[config.mk]
export PLATFORM = sky130hd
export DESIGN_NAME = rslt_bram_writer
export DESIGN_NICKNAME = d
export VERILOG_FILES = /design/src/rtl/rslt_bram_writer.sv
export SDC_FILE = /design/constraint.sdc
export NUM_CORES = 1
export LEC_CHECK = 0
export CORE_MARGIN = 3
export CORE_UTILIZATION = 35
export DETAILED_ROUTE_END_ITERATION = 12
export PLACE_DENSITY = 0.66
export SLEW_MARGIN = 25
export SYNTH_ARGS = -nofsm -noshare
export SYNTH_HDL_FRONTEND = slang
export SYNTH_SLANG_ARGS = --single-unit
[constraint.sdc]
create_clock -name clk -period 3.7 [get_ports clk]
set_input_delay 0.74 -clock clk [delete_from_list [all_inputs] [get_ports clk]]
set_output_delay 0.74 -clock clk [all_outputs]
set_load 0.02 [all_outputs]
[src/rtl/rslt_bram_writer.sv]
// Result-stream to BRAM writer: lands AXI-Stream beats at consecutive word
// addresses and checks tlast lands exactly on the programmed result size.
module rslt_bram_writer #(
    parameter int DATA_WIDTH      = 16,
    parameter int WE_WIDTH        = DATA_WIDTH / 8,
    parameter int BRAM_ADDR_WIDTH = 12,
    parameter int SIZE_WIDTH      = 32
) (
    input  logic                       clk,
    input  logic                       rst,
    input  logic                       operation_start,
    input  logic [SIZE_WIDTH-1:0]      rslt_size,
    input  logic [BRAM_ADDR_WIDTH-1:0] base_addr,
    input  logic [DATA_WIDTH-1:0]      s_axis_rslt_tdata,
    input  logic                       s_axis_rslt_tvalid,
    output logic                       s_axis_rslt_tready,
    input  logic                       s_axis_rslt_tlast,
    output logic                       bram_en,
    output logic [WE_WIDTH-1:0]        bram_we,
    output logic [BRAM_ADDR_WIDTH-1:0] bram_addr,
    output logic [DATA_WIDTH-1:0]      bram_wrdata,
    output logic                       operation_in_progress,
    output logic                       operation_complete,
    output logic                       operation_error,
    output logic [SIZE_WIDTH-1:0]      words_written
);

    typedef enum logic [2:0] {
        IDLE, RUN, DRAIN, DONE, ERR
    } state_t;

    state_t                     state, next;
    logic [SIZE_WIDTH-1:0]      size_q;
    logic [SIZE_WIDTH-1:0]      cnt;
    logic [BRAM_ADDR_WIDTH-1:0] base_q;
    logic                       acc;
    logic                       at_end;
    logic                       wr;
    logic                       start_ok;

    assign acc      = s_axis_rslt_tvalid && s_axis_rslt_tready;
    assign at_end   = (cnt == size_q - SIZE_WIDTH'(1));
    assign wr       = (state == RUN) && acc;
    assign start_ok = (state == IDLE) && operation_start;

    always_comb begin
        next = state;
        unique case (state)
            IDLE: begin
                if (operation_start)
                    next = (rslt_size == '0) ? ERR : RUN;
            end
            RUN: begin
                if (acc) begin
                    if (at_end)
                        next = s_axis_rslt_tlast ? DONE : DRAIN;
                    else if (s_axis_rslt_tlast)
                        next = ERR;
                end
            end
            DRAIN: begin
                if (acc && s_axis_rslt_tlast)
                    next = ERR;
            end
            DONE:    next = IDLE;
            ERR:     next = IDLE;
            default: next = IDLE;
        endcase
    end

    // Status is decoded from next so each flag lines up with its state.
    always_ff @(posedge clk) begin
        if (rst) begin
            state                 <= IDLE;
            s_axis_rslt_tready    <= 1'b0;
            operation_in_progress <= 1'b0;
            operation_complete    <= 1'b0;
            operation_error       <= 1'b0;
        end else begin
            state                 <= next;
            s_axis_rslt_tready    <= (next == RUN) || (next == DRAIN);
            operation_in_progress <= (next == RUN) || (next == DRAIN);
            operation_complete    <= (next == DONE);
            operation_error       <= (next == ERR);
        end
    end

    always_ff @(posedge clk) begin
        if (rst) begin
            size_q        <= '0;
            base_q        <= '0;
            cnt           <= '0;
            words_written <= '0;
        end else if (start_ok) begin
            size_q        <= rslt_size;
            base_q        <= base_addr;
            cnt           <= '0;
            words_written <= '0;
        end else if (wr) begin
            cnt           <= cnt + SIZE_WIDTH'(1);
            words_written <= words_written + SIZE_WIDTH'(1);
        end
    end

    // Address wraps silently at the BRAM word-address width.
    always_ff @(posedge clk) begin
        if (rst) begin
            bram_en     <= 1'b0;
            bram_we     <= '0;
            bram_addr   <= '0;
            bram_wrdata <= '0;
        end else begin
            bram_en     <= wr;
            bram_we     <= {WE_WIDTH{wr}};
            bram_addr   <= wr ? base_q + cnt[BRAM_ADDR_WIDTH-1:0] : '0;
            bram_wrdata <= wr ? s_axis_rslt_tdata : '0;
        end
    end

endmodule

Word-level counts from Yosys, hierarchy flattened
Index checks and enable logic that the tools add are counted.
{"block": "totals", "register_bits": 144, "out_inout_bits": 67, "wordCells": 41}
{"block": "op_classes", "add_sub_neg": 4, "n_eq_ne": 7, "muxes": 8, "bitwise_logic": 1, "n_reduce_logical": 9}
{"operator": "$add A32 B1 Y32 const B", "n": 2}
{"operator": "$eq A32 B32 Y1", "n": 1}
{"operator": "$logic_not A32 Y1", "n": 1}
{"operator": "$sub A32 B1 Y32 const B", "n": 1}
{"operator": "$mux W3", "n": 6}
{"operator": "$add A12 B12 Y12", "n": 1}
{"operator": "$eq A3 B2 Y1 const B", "n": 3}
{"operator": "$pmux W3 S3", "n": 1}
{"operator": "$eq A3 B1 Y1 const B", "n": 2}
{"operator": "$logic_and A1 B1 Y1", "n": 4}
{"operator": "$reduce_or A2 Y1", "n": 2}
{"operator": "$eq A3 B3 Y1 const B", "n": 1}
{"operator": "$logic_not A3 Y1", "n": 1}
{"operator": "$logic_or A1 B1 Y1", "n": 1}
{"operator": "$mux W1", "n": 1}
{"operator": "$not A1 Y1", "n": 1}

Depth between registers and ports, before layout
Gate-level depths: netlist of run 1.
{"block": "logic_depth", "depth_word": 7, "mapped_depth": 14, "depth_no_buf": 12}

Worst setup path after synthesis of run 1
OpenSTA, ideal clock, no wires.
{"block": "synth_timing", "path_type": "register to register", "startpoint": "reg size_q[0]", "endpoint": "reg state[0]", "arrival_time_ps": 3255, "required_ps": 3576, "setup_slack_ps": 321, "path_stages_with_launch": 14, "path_buffers": 2, "period_less_slack_ps": 3379, "cell_sequence": "dfxtp_1 > clkbuf_1 > inv_1 > ha_1 > clkbuf_1 > nor3b_1 > nand4_1 > nor3_1 > xnor2_1 > or4b_2 > nor4b_1 > nand4_1 > mux2i_1 > o21ai_0"}
{"block": "synth_between", "elab_chain_cells": 5}
{"item": "start, declared", "line_no": "33", "rtl": "logic [SIZE_WIDTH-1:0] size_q;"}
{"item": "start signal, assigned", "line_no": "95", "rtl": "size_q <= rslt_size;"}
{"item": "$sub A32 B1 Y32", "line_no": "42", "rtl": "assign at_end = (cnt == size_q - SIZE_WIDTH'(1));"}
{"item": "$eq A32 B32 Y1", "line_no": "42"}
{"item": "$mux W3", "line_no": "55", "rtl": "if (at_end)"}
{"item": "$mux W3", "line_no": "54", "rtl": "if (acc) begin"}
{"item": "$pmux W3 S3", "line_no": "48", "rtl": "unique case (state)"}
{"item": "end signal, assigned", "line_no": "80", "rtl": "state <= next;"}
{"item": "end, declared", "line_no": "32", "rtl": "state_t state, next;"}
Every way passes these cells.
A chain may end at the register's enable or synchronous reset.

Final worst setup path of run 1
{"block": "layout_timing", "startpoint": "reg size_q[0]", "endpoint": "reg state[1]"}
Same word-level chain as after synthesis.

==> results of run 1 <==
[logic make-up after synthesis]
group	synth area share
buffers and inverters	0.0411
AND/OR/NAND/NOR	0.295
multiplexers	0.00415
adder cells (fa/ha/maj)	0.0269
AO/OA/AOI/OAI	0.116
flip-flops	0.395
XOR/XNOR	0.121
[cells in the mapped netlist (4+ instances only)]
master | number | area [sq um]
nor4_1 | 24 | 150
a21o_1 | 6 | 45.0
and4_1 | 4 | 35.0
buf_4 | 5 | 37.5
or4_1 | 5 | 37.5
nor3_1 | 30 | 150
or3_1 | 20 | 125
buf_1 | 4 | 15.0
nor3b_1 | 5 | 37.5
ha_1 | 14 | 175
inv_1 | 17 | 63.8
nor2b_1 | 8 | 50.1
buf_6 | 5 | 56.3
xor2_1 | 55 | 482
nor2_1 | 87 | 327
a21oi_1 | 69 | 345
and3_1 | 15 | 93.8
nand3_1 | 30 | 150
a31oi_1 | 10 | 62.6
clkbuf_1 | 32 | 120
a211oi_1 | 6 | 45.0
dfxtp_1 | 143 | 2860
o21ai_0 | 25 | 125
nand2_1 | 130 | 488
xnor2_1 | 45 | 394
nand4_1 | 26 | 163
and2_1 | 19 | 119
[where the power goes]
| part | switching, mW | internal, mW | total (mW) |
|---|---|---|---|
| Clock | 0.671 | 1.24 | 1.91 |
| Sequential | 0.0577 | 1.58 | 1.64 |
| Combinational | 0.329 | 0.272 | 0.601 |
[through the flow]
stage / area, sq um / total power [mW] / hold slack (ns)
after detailed placement: 8820 / 2.26 / 0.454
after global placement: 8820 / 2.26 / 0.450
final: 9480 / 4.15 / 0.460
after CTS: 9480 / 4.18 / 0.463
after global routing: 9480 / 4.30 / 0.489
after floorplan: 7240 / 2.04 / 0.440
[registers in the layout, indices dropped and copies added, names as in the netlist, 3 cells and up]
register,count
cnt,32
size_q,32
words_written,32
bram_wrdata,16
base_q,12
bram_addr,12
state,3
[metal layers]
layer / vias up / routed length, um
li1: 3356 / -
met1: 3206 / 8950
met2: 167 / 10100
met3: 45 / 1170
met4: 0 / 520
met5: - / 0
[layout make-up]
type                    instances  area, sq um
fillers                      1956        10400
clock buffers                  24          512
flip-flops and latches        143         2860
multi-input cells             684         4090
well taps                     265          332
inverters                      17         63.8
repair buffers                153         1470
clock inverters                 8          148
[repair_timing]
| action | CTS | global route |
|---|---|---|
| gates resized for setup | 0 | 1 |
| endpoints found under the setup margin | 0 | 2 |
| setup buffers | 0 | 0 |
[critical path, delay by kind of cell (launching register included)]
kind                   cells  cell delay, ns
AO/OA/AOI/OAI              2            0.35
AND/OR/NAND/NOR            6            1.95
multiplexers               1            0.32
buffers and inverters      2            0.35
flip-flops                 1            0.31
[worst min-delay path by stage]
stage                         start         to  depth (start not counted)
after global placement    base_q[3]  base_q[3]                          2
after CTS                 base_q[4]  base_q[4]                          2
final                     base_q[4]  base_q[4]                          2
after floorplan           base_q[0]  base_q[0]                          2
after global routing      base_q[9]  base_q[9]                          2
after detailed placement  base_q[4]  base_q[4]                          2
==> impl_results.md, run 1 <==
* Layout cell share with drive strength beyond 1 at 0.0680
* CP max-delay cell: or3b_1
* Sink Count at 143
* Hold Buf Count CTS at 0
* N_diodes at 0
* Wire per inst at 16.0 um
* # placed instances at 1,262
* Most frequent cells in the layout: dfxtp_1 (143), nand2_1 (130), clkdlybuf4s50_1 (130), nor2_1 (87), a21oi_1 (69)
* Initial antenna violation count at 0
* Wirelength, routed at 20,800 um
* Max-cap check violation count at 0
* Number of global-route vias before repair at 6,510
* Iteration-0 DRC Markers at 513
* First-pass GRT wire length at 33,100 um
* Critical path type: flip-flop to flip-flop
* Peak VDD IR at 308 uV
* Grt met2 use at 0.311
* Rel. slew slack at 0.583
* Syn_nets at 971
* GRT Max-Usage Layer: met2
* Die width at 150 um
* Worst slew pin tran at 0.620 ns
* CTS root buf: clkbuf_16
* Worst setup path end: state[1]
* M1 GR Usage at 0.225
* Final max-slew violation count at 0
* RSZ-0062 raised after global routing: no
* Setup WS pre-CTS at 0.183 ns
* Avg Synthesized Cell Area at 8.13 sq um
* Commonest non-fill, non-tap cell in the layout: dfxtp_1
* Critical Path Sink Type: flip-flop
* Seq cells post-synth at 143
* Cts bufs inserted at 17
* R2r setup slk at 0.34 ns
* Clk_skew at 0.0191 ns
* Layout net count at 1,096
* Setup_tns at 0 ns
* Share of the core filled with cells at 0.476
* Full die area at 22,500 sq um
* DRC at 0
* Via count at 6,774
* All-Layer GR Usage at 0.186
* Critical Path Fanout Max at 6
* Port Buf Inserts at 131
* Post-Syn Area at 7240 sq um
* Endpoints failing hold at 0
* Worst min path class: flip-flop to flip-flop
* Fin crit period at 3.36 ns
* Gr ovfl total at 0
* Cell leakage power at 3.48 nW
* I/O pin cnt at 132
* Peak per-stage delay on the critical path at 0.44 ns
* Crit share post-route at 0.907
* Fmax achieved at 298 MHz
* Initial Util at 0.364
* Worst reg2reg startpoint: size_q[0]
* Synthesis-to-finish area growth at 30.9%
* Clk_lat worst skew at 0.43 ns
* Sequential share of the synthesized area at 0.395
* CP startpoint kind: flip-flop
* R2r endpoint: state[1]
* WP data required at 4.05 ns
* Critical path arrival at 3.70 ns
* Cells after Synth at 891
* # setup viols final at 0
* Most used DFF post-synth: dfxtp_1
* Vias per cell at 5.23
* M3 GR Usage at 0.0521
* EDFF count, synth at 0
* Reg2Reg Depth at 11
* Die Span Y at 150 um
* CTS Buffer Depth at 2
* Clk slew on worst S/H paths at 0.06 ns
* Drt first pass iters at 5
* Global placer's final weighted congestion at 0.926
* Status: complete, no violations
* Largest net degree at the start of global routing at 53
* Beginning of the critical path: size_q[0]
* FFs w/ async S/R, synth at 0
* Hpwl dp at 15,500 um
* CTS tree: done
* H-tree depth at 4
* Core area at 19,900 sq um
* Distinct cells, synth at 63
* Power per cell area at 438 nW/um^2
* Core Rows at 51
* Final cell count without fillers at 1,294
* Crit-path cells: buf_4 -> nor3_1 -> nand2_1 -> buf_4 -> nor4_1 -> mux2i_1 -> o2111ai_1 -> nor4_1 -> nand4_1 -> or3b_1 -> a211oi_2
* Setup WS post-layout at 0.344 ns
* Post-route ant nets at 0
* Yosys warnings at 0
Power figures use the tool's default switching activity.
==> inputs of run 2 (changes only) <==
==> constraint.sdc (replaced) <==
create_clock -name clk -period 3.7 [get_ports clk]
set_input_delay 0.37 -clock clk [delete_from_list [all_inputs] [get_ports clk]]
set_output_delay 0.37 -clock clk [all_outputs]
set_load 0.02 [all_outputs]
==> impl_results.md, run 2 (synthesized netlist as in run 1, its figures left out) <==
* Net Sw Frac at 0.259 (+0.00373)
* CTS Buffer Depth at 2 (unchanged)
* Bufs and invs on worst path at 2 (unchanged)
* Die width at 150 um (unchanged)
* Seq pwr share at 0.405 (+0.010)
* # setup viols final at 0 (unchanged)
* Sequential cell area at 2860 sq um (unchanged)
* Fin crit period at 3.40 ns (+0.0398 ns)
* Share of the core filled with cells at 0.472 (-0.00396)
* Clk_skew at 0.00596 ns (-0.0131 ns)
* CP dominant cell by count: nor3_1
* CP max-delay cell: or4_1
* Post-route ant nets at 0 (unchanged)
* WP data required at 4.03 ns (-0.02 ns)
* First-pass GRT wire length at 34,200 um (+3.2%)
* Gr ovfl total at 0 (unchanged)
* Fillers at 1,947 (-0.46%)
* Sink Count at 143 (unchanged)
* Commonest non-fill, non-tap cell in the layout: dfxtp_1
* Critical Path Fanout Max at 8 (+2)
* Top delay family on crit path: simple AND/OR/NAND/NOR gates
* Endpoints failing hold at 0 (unchanged)
* Most frequent cells in the layout: dfxtp_1 (143), nand2_1 (130), clkdlybuf4s50_1 (130), nor2_1 (87), a21oi_1 (69)
* Hold EP: base_q[4]
* R2r endpoint: state[1]
* Synthesis-to-finish area growth at 29.8%
* Critical path arrival at 3.73 ns (+0.03 ns)
* Cell Int Power at 2.99 mW (-3.2%)
* Setup_tns at 0 ns (unchanged)
* CTS tree: done
* Worst min path class: input port to flip-flop
* H-tree depth at 4 (unchanged)
* Crit share post-route at 0.918 (+0.0107)
* Clk_lat worst skew at 0.41 ns (-0.02 ns)
* Status: complete, no violations
* Setup bufs post-CTS at 0 (unchanged)
* Layout cell share with drive strength beyond 1 at 0.0607 (-0.00730)
* Via count at 6,690 (-1.2%)
* N_diodes at 0 (unchanged)
* Wire per inst at 16.3 um (+1.5%)
* CTS root buf: clkbuf_16
* I/O pin cnt at 132 (unchanged)
* Hold Crit Start: rst
* Cell leakage power at 3.42 nW (-1.6%)
* Biggest regs: cnt x32, size_q x32, words_written x32
* Clk slew on worst S/H paths at 0.06 ns (about the same)
* # placed instances at 1,255 (-0.55%)
* Drt first pass iters at 5 (unchanged)
* Worst slew pin tran at 0.911 ns (+0.291 ns)
* Clock power frac at 0.445 (-0.016)
* Critical Path Sink Type: flip-flop
* Worst reg2reg startpoint: size_q[1]
* Number of global-route vias before repair at 6,542 (+0.49%)
* All-Layer GR Usage at 0.191 (+0.00474)
* Final cell count without fillers at 1,286 (-0.62%)
* Cts bufs inserted at 17 (unchanged)
* CP Depth at 12 (+1)
* Iteration-0 DRC Markers at 479 (-6.6%)
* Multi-input logic area at 4100 sq um (+0.24%)
* Global placer's final weighted congestion at 0.891 (-3.8%)
* Die Span Y at 150 um (unchanged)
* Peak per-stage delay on the critical path at 0.52 ns (+0.08 ns)
* Layout net count at 1,089 (-0.64%)
* Final max-slew violation count at 0 (unchanged)
* Vias per cell at 5.20 (-0.63%)
* Power per cell area at 429 nW/um^2 (-1.9%)
* Crit-path cells: inv_1 -> ha_1 -> nor3b_2 -> buf_4 -> o21a_1 -> nor3_1 -> nor3_1 -> or4_1 -> nor4_2 -> nand4_1 -> or3b_1 -> a211oi_2
* Wirelength, routed at 20,900 um (+0.86%)
* Max-cap check violation count at 0 (unchanged)
* Full die area at 22,500 sq um (unchanged)
* Total power at 4.04 mW (-2.7%)
* Port Buf Inserts at 131 (unchanged)
* Initial antenna violation count at 0 (unchanged)
* Reg2Reg Depth at 12 (+1)
* Core Rows at 51 (unchanged)
* Critical path type: flip-flop to flip-flop
* Largest net degree at the start of global routing at 52 (-1.9%)
* Peak VDD IR at 320 uV (+3.6%)
* Fmax achieved at 294 MHz (-1.2%)
* Hold depth at 2 (unchanged)
* CP startpoint kind: flip-flop
* Hpwl dp at 15,800 um (+1.7%)
* Core area at 19,900 sq um (unchanged)
* Psw at 1.04 mW (-1.2%)
* DRC at 0 (unchanged)
* Comb pwr share at 0.150 (+0.005)
* R2r setup slk at 0.30 ns (-0.04 ns)
* Initial Util at 0.364 (unchanged)
* RSZ-0062 raised after global routing: no
* Rel. slew slack at 0.391 (-0.192)
==> run 2: how the worst max path moves through the flow <==
stage | from | end | slack [ns]
2_1_floorplan | size_q[0] | state[0] | 0.32
3_3_place_gp | size_q[1] | state[1] | 0.32
3_5_place_dp | size_q[1] | state[1] | 0.30
4_1_cts | size_q[1] | state[1] | 0.28
5_1_grt | size_q[15] | state[1] | 0.1
6_report | size_q[1] | state[1] | 0.30
==> run 2: per-layer routing <==
metal  vias up  wire [um]  part of all wire  track usage
met5         -          0                 0            0
met4         0        446             0.021       0.0640
met3        30       1210             0.058       0.0500
met2       167       9980              0.48        0.314
met1      3160       9300              0.44        0.242
li1       3333          -                 -            -
==> run 2: power by group through the flow <==
stage,Combinational [mW],Sequential (mW),Clock (mW)
after CTS,0.600,1.64,1.84
final,0.605,1.64,1.80
after global placement,0.603,1.67,0
after detailed placement,0.597,1.67,0
after global routing,0.666,1.64,1.91
after floorplan,0.397,1.65,0
==> run 2: area by class of cell <==
cell class | count | share of cell area
timing repair buffer | 146 | 0.152
multi-input combinational | 684 | 0.436
clock inverter | 10 | 0.0170
clock buffer | 21 | 0.0479
tap | 265 | 0.0353
inverter | 17 | 0.00679
sequential | 143 | 0.304
==> run 2: repair_timing <==
action / in CTS / in global routing
endpoints found under the hold margin: 0 / 0
hold buffers: 0 / 0
setup endpoints to repair: 0 / 2
resized for setup: 0 / 3
==> run 2: metrics by stage <==
| stage | hold slack [ns] | setup WS [ns] | cell area (sq um) |
|---|---|---|---|
| finish | 0.280 | 0.304 | 9400 |
| global route | 0.301 | 0.0988 | 9400 |
| detailed placement | 0.454 | 0.303 | 8780 |
| global placement | 0.450 | 0.315 | 8780 |
| floorplan | 0.440 | 0.321 | 7240 |
| CTS | 0.270 | 0.278 | 9390 |
==> inputs of run 3 (changes only) <==
Settings changed: CTS_BUF_LIST set to sky130_fd_sc_hd__clkbuf_8.
==> impl_results.md, run 3 (synthesized netlist as in run 1, its figures left out) <==
* Wirelength, routed at 20,900 um (-0.21%)
* Critical path arrival at 3.71 ns (-0.02 ns)
* Via count at 6,681 (-0.13%)
* Crit share post-route at 0.908 (-0.0100)
* First-pass GRT wire length at 34,000 um (-0.56%)
* All-Layer GR Usage at 0.189 (-0.00182)
* Core area at 19,900 sq um (unchanged)
* Clk_skew at 0.00664 ns (+0.000679 ns)
* Clk_lat worst skew at 0.43 ns (+0.02 ns)
* CTS Buffer Depth at 2 (unchanged)
* Max-cap check violation count at 0 (unchanged)
* Net Sw Frac at 0.275 (+0.0162)
* DRC at 0 (unchanged)
* N_diodes at 0 (unchanged)
* Power per cell area at 388 nW/um^2 (-9.7%)
* Crit-path cells: inv_1 -> ha_1 -> nor3b_2 -> buf_4 -> o21a_1 -> nor3_1 -> nor3_1 -> or4_1 -> nor4_2 -> nand4_1 -> or3b_1 -> a211oi_2
* Setup_tns at 0 ns (unchanged)
* I/O pin cnt at 132 (unchanged)
* Worst min path class: input port to flip-flop
* Layout net count at 1,089 (unchanged)
* Full die area at 22,500 sq um (unchanged)
* Worst slew pin tran at 0.894 ns (-0.0164 ns)
* # placed instances at 1,255 (unchanged)
* Fin crit period at 3.36 ns (-0.0370 ns)
* RSZ-0062 raised after global routing: no
* Critical path type: flip-flop to flip-flop
* Biggest regs: cnt x32, size_q x32, words_written x32
* Cts bufs inserted at 17 (unchanged)
* Setup WS post-layout at 0.341 ns (+0.0370 ns)
* Initial antenna violation count at 0 (unchanged)
* Die Span Y at 150 um (unchanged)
* Port Buf Inserts at 131 (unchanged)
* Worst hold slack at 0.265 ns (-0.0152 ns)
* Synthesis-to-finish area growth at 27.2%
* Setup WS pre-CTS at 0.303 ns (unchanged)
* CTS tree: done
* Initial Util at 0.364 (unchanged)
* Endpoints failing hold at 0 (unchanged)
* Setup bufs post-CTS at 0 (unchanged)
* Fmax achieved at 298 MHz (+1.1%)
* CTS root buf: clkbuf_8
* Critical Path Sink Type: flip-flop
* Drt first pass iters at 5 (unchanged)
* Peak per-stage delay on the critical path at 0.52 ns (about the same)
* Psw at 982 uW (-6.0%)
* Wire per inst at 16.3 um (-0.21%)
* Number of global-route vias before repair at 6,529 (-0.20%)
* Sink Count at 143 (unchanged)
* Largest net degree at the start of global routing at 52 (unchanged)
* CP startpoint kind: flip-flop
* Gr ovfl total at 0 (unchanged)
* Critical Path Fanout Max at 8 (unchanged)
* WP data required at 4.06 ns (+0.03 ns)
* H-tree depth at 4 (unchanged)
* Design area at 9210 sq um (-2.0%)
* Final max-slew violation count at 0 (unchanged)
* Status: complete, no violations
* Comb pwr share at 0.169 (+0.019)
* Cell leakage power at 3.34 nW (-2.2%)
* Final cell count without fillers at 1,286 (unchanged)
* Peak VDD IR at 223 uV (-30%)
* Placement-stage cell area at 8780 sq um (unchanged)
* CP max-delay cell: or4_1
* Core Rows at 51 (unchanged)
* # setup viols final at 0 (unchanged)
* Post-route ant nets at 0 (unchanged)
* Cell Int Power at 2.59 mW (-13%)
* Share of the core filled with cells at 0.463 (-0.00961)
* Global placer's final weighted congestion at 0.891 (unchanged)
* Layout cell share with drive strength beyond 1 at 0.0607 (unchanged)
* Total power at 3.57 mW (-12%)
* Most frequent cells in the layout: dfxtp_1 (143), nand2_1 (130), clkdlybuf4s50_1 (130), nor2_1 (87), a21oi_1 (69)
* Clock power frac at 0.373 (-0.072)
* Die width at 150 um (unchanged)
* Top delay family on crit path: simple AND/OR/NAND/NOR gates
* Vias per cell at 5.20 (-0.13%)
* Iteration-0 DRC Markers at 481 (+0.42%)
* Commonest non-fill, non-tap cell in the layout: dfxtp_1
* Bufs and invs on worst path at 2 (unchanged)
* Seq pwr share at 0.458 (+0.053)
* Hpwl dp at 15,800 um (unchanged)
* CP dominant cell by count: nor3_1
* Clk slew on worst S/H paths at 0.08 ns (+0.02 ns)
* Rel. slew slack at 0.402 (+0.0109)
==> run 3: changes by cell type in the layout (fill, tap and decap cells not counted), sizes merged <==
| cell | before | now |
|---|---|---|
| clkbuf | 21 | 18 |
| inv | 19 | 22 |
==> run 3: metal layers <==
layer,vias up,wire length [um],global-route usage
met5,-,0,0
met4,0,443,0.0618
met3,26,1060,0.0466
met2,157,10000,0.311
met1,3160,9390,0.242
li1,3338,-,-
==> run 3: path summary, 6_finish.rpt <==
| check | from | slack, ns | cells past startpoint | to |
|---|---|---|---|---|
| max | size_q[1] | 0.34 | 12 | state[1] |
| min | rst | 0.26 | 2 | base_q[8] |
| max reg2reg | size_q[1] | 0.34 | 12 | state[1] |
| min reg2reg | base_q[4] | 0.46 | 2 | base_q[4] |
==> run 3: repair_timing <==
item / 4_1_cts / 5_1_grt
setup endpoints to repair: 0 / 2
hold buffers: 0 / 0
gates resized for setup: 0 / 3
==> run 3: cell type report <==
class / count / area (sq um)
multi-input combinational: 684 / 4100
timing repair buffer: 146 / 1430
sequential: 143 / 2860
clock inverter: 13 / 171
clock buffer: 18 / 248
fill: 1969 / 10700
inverter: 17 / 63.8
tap: 265 / 332
==> run 3: worst reg2reg max path: cells and delay by family (launching register included) <==
family,cells,cell delay (ns)
buffers and inverters,2,0.23
and+or+nand+nor,7,1.97
DFF,1,0.44
adders and majority gates,1,0.28
AOI/OAI and AO/OA,2,0.37
==> run 3: power groups by stage <==
| stage | logic, mW | clock network (mW) | registers (mW) |
|---|---|---|---|
| global route | 0.666 | 1.44 | 1.64 |
| CTS | 0.600 | 1.38 | 1.63 |
| global placement | 0.603 | 0 | 1.67 |
| finish | 0.605 | 1.33 | 1.63 |
| detailed placement | 0.597 | 0 | 1.67 |
| floorplan | 0.397 | 0 | 1.65 |
